## src/rtl/moore_sd_pkg.sv

```systemverilog
// Shared types and helpers for the parametrised Moore sequence detector.
// State encodings, the default pattern and a saturating increment.
package moore_sd_pkg;

    typedef logic [1:0] sd_state_t;

    localparam sd_state_t FILLING = 2'd0;
    localparam sd_state_t ARMED   = 2'd1;
    localparam sd_state_t MATCH   = 2'd2;

    localparam logic [3:0] SD_PAT_1011 = 4'b1011;

    // Returns v+1, holding at max_v once it has been reached.
    function automatic logic [31:0] sat_inc(input logic [31:0] v, input logic [31:0] max_v);
        return (v >= max_v) ? v : v + 32'd1;
    endfunction

endpackage

```

## src/rtl/sd_shift_hist.sv

```systemverilog
// History shift register and saturating fill counter for the sequence detector.
// Exposes next-state values so the parent can compare before the edge.
module sd_shift_hist #(
    parameter int PAT_W  = 4,
    parameter int FILL_W = $clog2(PAT_W + 1)
) (
    input  logic              clk,
    input  logic              flush,
    input  logic              shift_en,
    input  logic              fill_rst,
    input  logic              in,
    output logic [PAT_W-1:0]  hist_nxt,
    output logic [FILL_W-1:0] fill_nxt
);

    localparam logic [FILL_W-1:0] FULL = FILL_W'(PAT_W);

    logic [PAT_W-1:0]  hist;
    logic [FILL_W-1:0] fill;

    // NOTE: every output of a combinational block gets a value on every path, so no latch is inferred.
    always_comb begin
        hist_nxt = {hist[PAT_W-2:0], in};
        fill_nxt = (fill == FULL) ? FULL : fill + FILL_W'(1);
    end

    // NOTE: sequential state uses non-blocking assignments so all flops update together at the edge.
    always_ff @(posedge clk) begin
        if (flush) begin
            hist <= '0;
            fill <= '0;
        end else if (shift_en) begin
            hist <= hist_nxt;
            fill <= fill_rst ? '0 : fill_nxt;
        end
    end

endmodule

```

## src/rtl/moore_seq_detect_n.sv

```systemverilog
// Parametrised Moore serial sequence detector with reloadable pattern.
// Define MATCH_COUNT_EN to build the saturating match counter.
module moore_seq_detect_n
    import moore_sd_pkg::*;
#(
    parameter int               PAT_W   = 4,
    parameter logic [PAT_W-1:0] PATTERN = PAT_W'(SD_PAT_1011),
    parameter bit               OVERLAP = 1'b1,
    parameter int               CNT_W   = 8
) (
    input  logic             clk,
    input  logic             clear,
    input  logic             in,
    input  logic             in_valid,
    input  logic             pat_load,
    input  logic [PAT_W-1:0] pat_in,
    output logic             out,
    output logic [CNT_W-1:0] match_count
);

    localparam int                FILL_W = $clog2(PAT_W + 1);
    localparam logic [FILL_W-1:0] FULL   = FILL_W'(PAT_W);

    logic [PAT_W-1:0]  pat_reg;
    logic [PAT_W-1:0]  hist_nxt;
    logic [FILL_W-1:0] fill_nxt;
    logic              accept;
    logic              match_now;
    sd_state_t         state;
    sd_state_t         state_nxt;

    assign accept    = in_valid & ~clear & ~pat_load;
    assign match_now = accept && (fill_nxt == FULL) && (hist_nxt == pat_reg);

    // Without overlap the matching edge restarts the fill count.
    sd_shift_hist #(
        .PAT_W (PAT_W),
        .FILL_W(FILL_W)
    ) u_hist (
        .clk     (clk),
        .flush   (clear | pat_load),
        .shift_en(accept),
        .fill_rst((OVERLAP == 1'b0) && match_now),
        .in      (in),
        .hist_nxt(hist_nxt),
        .fill_nxt(fill_nxt)
    );

    always_ff @(posedge clk) begin
        if (clear) begin
            pat_reg <= PATTERN;
        end else if (pat_load) begin
            pat_reg <= pat_in;
        end
    end

    always_ff @(posedge clk) begin
        if (clear) begin
            state <= FILLING;
        end else begin
            state <= state_nxt;
        end
    end

    always_comb begin
        state_nxt = state;
        if (pat_load) begin
            state_nxt = FILLING;
        end else if (accept) begin
            if (match_now) begin
                state_nxt = MATCH;
            end else if (fill_nxt == FULL) begin
                state_nxt = ARMED;
            end else begin
                state_nxt = FILLING;
            end
        end
    end

    always_comb begin
        out = (state == MATCH);
    end

`ifdef MATCH_COUNT_EN
    localparam logic [31:0] CNT_MAX = (CNT_W >= 32) ? 32'hFFFF_FFFF : (32'd1 << CNT_W) - 32'd1;

    logic [CNT_W-1:0] cnt;

    always_ff @(posedge clk) begin
        if (clear) begin
            cnt <= '0;
        end else if (match_now) begin
            cnt <= CNT_W'(sat_inc(32'(cnt), CNT_MAX));
        end
    end

    assign match_count = cnt;
`else
    assign match_count = '0;
`endif

endmodule

```

## config.mk

```make
export PLATFORM = sky130hd
export DESIGN_NAME = moore_seq_detect_n
export DESIGN_NICKNAME = d
export VERILOG_FILES = /design/src/rtl/moore_sd_pkg.sv /design/src/rtl/sd_shift_hist.sv /design/src/rtl/moore_seq_detect_n.sv
export SDC_FILE = /design/constraint.sdc
export NUM_CORES = 1
export LEC_CHECK = 0
export ABC_AREA = 0
export BUFFER_PORTS_ARGS = -buffer_cell sky130_fd_sc_hd__buf_2
export CORE_MARGIN = 10
export CORE_UTILIZATION = 49
export DETAILED_ROUTE_END_ITERATION = 10
export PLACE_DENSITY = 0.72
export SETUP_SLACK_MARGIN = 0.5
export SLEW_MARGIN = 0
export SYNTH_ARGS = -nofsm -noshare
export SYNTH_HDL_FRONTEND = slang
export SYNTH_HIERARCHICAL = 1
export SYNTH_SLANG_ARGS = --single-unit
```

## constraint.sdc

```tcl
create_clock -name clk -period 2 [get_ports clk]
set_clock_uncertainty 0.2 [all_clocks]
set_input_delay 0 -clock clk [delete_from_list [all_inputs] [get_ports clk]]
set_output_delay 0 -clock clk [all_outputs]
set_load 0.01 [all_outputs]
```

After elaboration in Yosys (flattened, before gate mapping)
Index checks and enable logic that the tools add are counted.
{ "word_totals": {"output_inout_bits": 9, "input_bits": 9, "word_cells": 20, "register_bits": 12} }
{ "op_classes": {"reduce_logical": 3, "n_mux": 3, "addsub": 1, "eq_ne": 4, "bitwise": 5} }
{ "op_table": {"columns": ["op", "n"], "rows": [
  ["3-bit equality test (second input constant)", 2],
  ["4-bit equality test", 1],
  ["3-bit by 1-bit adder with 3-bit output (second input constant)", 1],
  ["3-bit two-way mux", 1],
  ["1-bit AND", 2],
  ["2-bit equality test (second input constant)", 1],
  ["1-bit logical AND", 2],
  ["2-bit two-way mux", 1],
  ["1-bit inverter", 2],
  ["2-bit OR reduction", 1],
  ["1-bit two-way mux", 1],
  ["1-bit OR", 1]
]} }

Depth between registers and ports, before layout
{ "depth": {"word_depth": 6, "mapped_depth": 7, "mapped_depth_nobuf": 7} }

Cells and area by module
The synthesis kept the hierarchy.
{ "by_module_without_submodules": {"columns": ["module", "area_each_um2", "cells_each", "instances"], "rows": [
  ["moore_seq_detect_n", 357.8, 39, 1],
  ["sd_shift_hist", 304.0, 31, 1]
]} }

Worst setup path after synthesis
Ideal clock, no wire load.
{ "synth_path": {"kind": "register to register", "startpoint": "register u_hist.fill[0]", "endpoint": "register state[0]", "arrival_ps": 1225, "slack_ps": 458, "required_time_ps": 1683, "path_stages_with_launch": 6, "setup_time_ps": 117, "cell_sequence": "dfxtp_1 > inv_1 > ha_1 > a21oi_1 > and4bb_2 > a32o_1"} }
{ "synth_between": {"elab_chain_cells": 6, "word_cells_on_any_way": 8, "cone_classes": "add/sub: 1; eq/ne: 2; mux: 3; reduce/logical: 2"} }
{ "synth_lines": {"columns": ["item", "line", "source"], "rows": [
  ["start: declaration", "sd_shift_hist.sv:19", "logic [FILL_W-1:0] fill;"],
  ["start signal: assignment", "sd_shift_hist.sv:34", "fill <= fill_rst ? '0 : fill_nxt;"],
  ["3-bit by 1-bit adder with 3-bit output / 3-bit equality test (equally long branches)", "sd_shift_hist.sv:24", "fill_nxt = (fill == FULL) ? FULL : fill + FILL_W'(1);"],
  ["3-bit two-way mux (*)", "sd_shift_hist.sv:24", null],
  ["net fill_nxt[0]", "moore_seq_detect_n.sv:26", "logic [FILL_W-1:0] fill_nxt;"],
  ["3-bit equality test (*)", "moore_seq_detect_n.sv:33, moore_seq_detect_n.sv:72", null],
  ["1-bit logical AND (2 in series)", "moore_seq_detect_n.sv:33", "assign match_now = accept && (fill_nxt == FULL) && (hist_nxt == pat_reg);"],
  ["2-bit two-way mux (*)", "moore_seq_detect_n.sv:70", "if (match_now) begin"],
  ["end signal: assignment", "moore_seq_detect_n.sv:61", "state <= state_nxt;"],
  ["end: declaration", "moore_seq_detect_n.sv:29", "sd_state_t state;"]
]} }
The timed path passes the listed nets; every way through them passes the cells marked *.
A chain may end at the register's enable or synchronous reset.

Worst setup path in the final report
Ends and elaborated chain as after synthesis.

==> impl_metrics.tcl <==
set metrics [dict create \
    status "completed" \
    place_hpwl_um 927 \
    grt_util_all_layers_pct 9.03 \
    critPathLaunchType "flip-flop" \
    r2r_start "u_hist/fill[0]" \
    drt-pass1-iter-count 4 \
    routing_usage_on_met1_pct 9.61 \
    place.port_buffers 9 \
    timing.final.max_slew_violations 0 \
    synth.largest_area_cell "dfxtp_1" \
    clock.fmax_mhz 660 \
    pwr-share-seq_pct 48.5 \
    power_per_cell_area_nw_per_um2 600 \
    power_leakage_nw 0.366 \
    total_die_area_sq_um 3220 \
    drt_iter0_markers 10 \
    power_switching_share_pct 23.8 \
    holdPathStages 4 \
    final_worst_path_period_share_pct 75.8 \
    finalCriticalPeriod_ns 1.52 \
    io-pin-count 18 \
    grt_first_pass_wirelength_um 2360 \
    hold_class "primary input to flip-flop" \
    synthMostInstantiatedCell "dfxtp_1" \
    power_frac_comb_pct 13.1 \
    antenna_cells_inserted 0 \
    cts_buffers 3 \
    numClockSinks 12 \
    power_switching_mw 0.122 \
    source_of_the_worst_hold_timing_path "in_valid" \
    grt_max_degree 11 \
    total_core_area_sq_um 1280 \
    timing.critical_path.fanout_max 4 \
    cts_htree_levels 1 \
    globalRoute.totalOverflow 0 \
    route.antenna.remaining_nets 0 \
    grt-busiest-layer "met2" \
    vdd_ir_drop_max_uv 373 \
    crit_required_ns 1.96 \
    setup_viol 0 \
    first_global_vias 520 \
    post-route-cell-area_sq_um 855 \
    floorplan.initialDensity_pct 51.5 \
    synthDominantCellAreaShare_pct 36.3 \
    synth_cells 70 \
    synth_cell_types 26 \
    clk_pin_slew_worst_paths_ns 0.08 \
    die_height_um 56.8 \
    vias 515 \
    clk_path_buf_depth 2 \
    synthesis.area_sq_um 662 \
    final_nets 107 \
    syn2layout_area_growth_pct 29.1 \
    wirelength_um 1440 \
    placementRows 13 \
    clock_power_share_pct 38.4 \
    synth-edff-count 0 \
    detail_route.vias_per_cell 4.68 \
    ys_dominant_reg_cell "dfxtp_1" \
    synth.cells.most_frequent "12 x dfxtp_1, 9 x buf_4, 5 x nor2_1, 5 x nor2b_1" \
    timing.reg2reg.setup_slack_ns 0.48 \
    wire_per_inst_um 13.1 \
    internal-power_mw 0.391 \
    rsz_0062_raised_after_global_routing "true" \
    regToRegEndpoint "state[0]" \
    criticalPathCategory "flip-flop to flip-flop" \
    ys_seq_area_share_pct 36.3 \
    endpoint_kind "flip-flop" \
    globalRouteMet2Util_pct 15.0 \
    antenna_found_initial 0 \
    count_of_cells_along_the_worst_register_to_register_path 5 \
    proportion_of_layout_cells_with_a_drive_suffix_above_1_pct 26.3 \
    fillers 108 \
    hold_end "state[1]" \
    cts_tree "yes" \
    dpl_cell_area_sq_um 681 \
    fin_setup_tns_ns 0 \
    post_synth.cell_area_avg_sq_um 9.46 \
    worst_ep_arrival_time_ns 1.48 \
    yosys_warnings 6 \
    largest_reg_flops 4 \
    timing.critical_path.from "u_hist/fill[0]" \
    drv.max_cap_violation_count 0 \
    hold_viol_final 0 \
    synth_top_cells_by_area "dfxtp_1 36%, buf_4 10%, mux2i_1 6.0%" \
    drt_drc_violations_left 0 \
    ys_seq_elements 12 \
    worstSkewPairLatency_ns 0.27 \
    grt_use_met3_pct 3.37 \
    die_x_um 56.8 \
    buffer_type_at_the_clock_tree_root "clkbuf_4" \
    ys_async_sr_fraction_pct 0 \
    globalplace.congestion 0.731 \
]
## placed cells by master (no fill, tap or decap), types with 3 or more instances in the layout
cell type,count
dfxtp_1,10
xnor2_1,4
nor2b_1,5
a211o_1,3
nor2_1,5
clkbuf_4,3
dlygate4sd3_1,11
conb_1,11
a21oi_1,3
buf_2,9
mux2i_1,4
## metrics by stage
stage	power, mW	utilization (%)	worst slack (ns)	instances	hold slack [ns]
after floorplan	0.303	-	0.527	80	-0.128
after global placement	0.300	53.0	0.473	93	0.00445
after detailed placement	0.301	53.0	0.454	93	0.0118
after CTS	0.515	66.4	0.481	110	0.0321
after global routing	0.536	66.5	0.408	110	0.0621
final	0.513	66.5	0.484	110	0.0305
## power groups by stage
stage / Clock [mW] / Combinational (mW) / Sequential (mW)
6_report: 0.197 / 0.0672 / 0.249
5_1_grt: 0.212 / 0.0744 / 0.250
4_1_cts: 0.202 / 0.0649 / 0.249
3_5_place_dp: 0 / 0.0461 / 0.255
3_3_place_gp: 0 / 0.0453 / 0.254
2_1_floorplan: 0 / 0.0494 / 0.254
## worst max-delay path, cell delays in order, from the launching register on
cell and delay [ns]:
dfxtp_2 0.36, inv_2 0.05, ha_4 0.16, a21oi_2 0.15, and4bb_2 0.25, a32o_2 0.24
## cell type report
type / instances / area [sq um] / area share, %
well taps: 15 / 18.8 / 2.20
inverters: 3 / 11.3 / 1.32
flip-flops and latches: 12 / 243 / 28.4
clock buffers: 4 / 36.3 / 4.25
repair buffers: 22 / 170 / 19.9
multi-input cells: 54 / 375 / 43.9
## timing repair
item | CTS | global route
gates resized for setup | 4 | 1
setup endpoints to repair | 1 | 2
pin swaps | 5 | 2
buffers inserted | 2 | 0
hold endpoints to repair | 7 | 0
hold buffers | 11 | 0
## worst max path at each step
stage,to,cells after the start
3_3_place_gp,state[0],6
3_5_place_dp,state[0],5
2_1_floorplan,state[0],6
4_1_cts,state[0],5
6_report,state[0],5
5_1_grt,state[0],6
## per-layer routing
metal	vias to the layer above	part of all wire (%)
li1	268	-
met1	231	40
met2	12	52
met3	4	6.2
met4	0	1.2
met5	-	0
## logic make-up (layout without fill, tap and decap cells)
logic type | after synthesis | count (layout) | share of synthesized area (%)
compound gates | 11 | 11 | 12.7
xor+xnor | 4 | 4 | 5.29
fa+ha+maj | 2 | 2 | 3.78
buf+inv | 14 | 29 | 15.3
flops | 12 | 12 | 36.3
mux | 4 | 4 | 6.05
other cells | 1 | 11 | 0.567
simple gates | 22 | 22 | 20.0
Note: power is estimated with default switching activity, not from simulation.
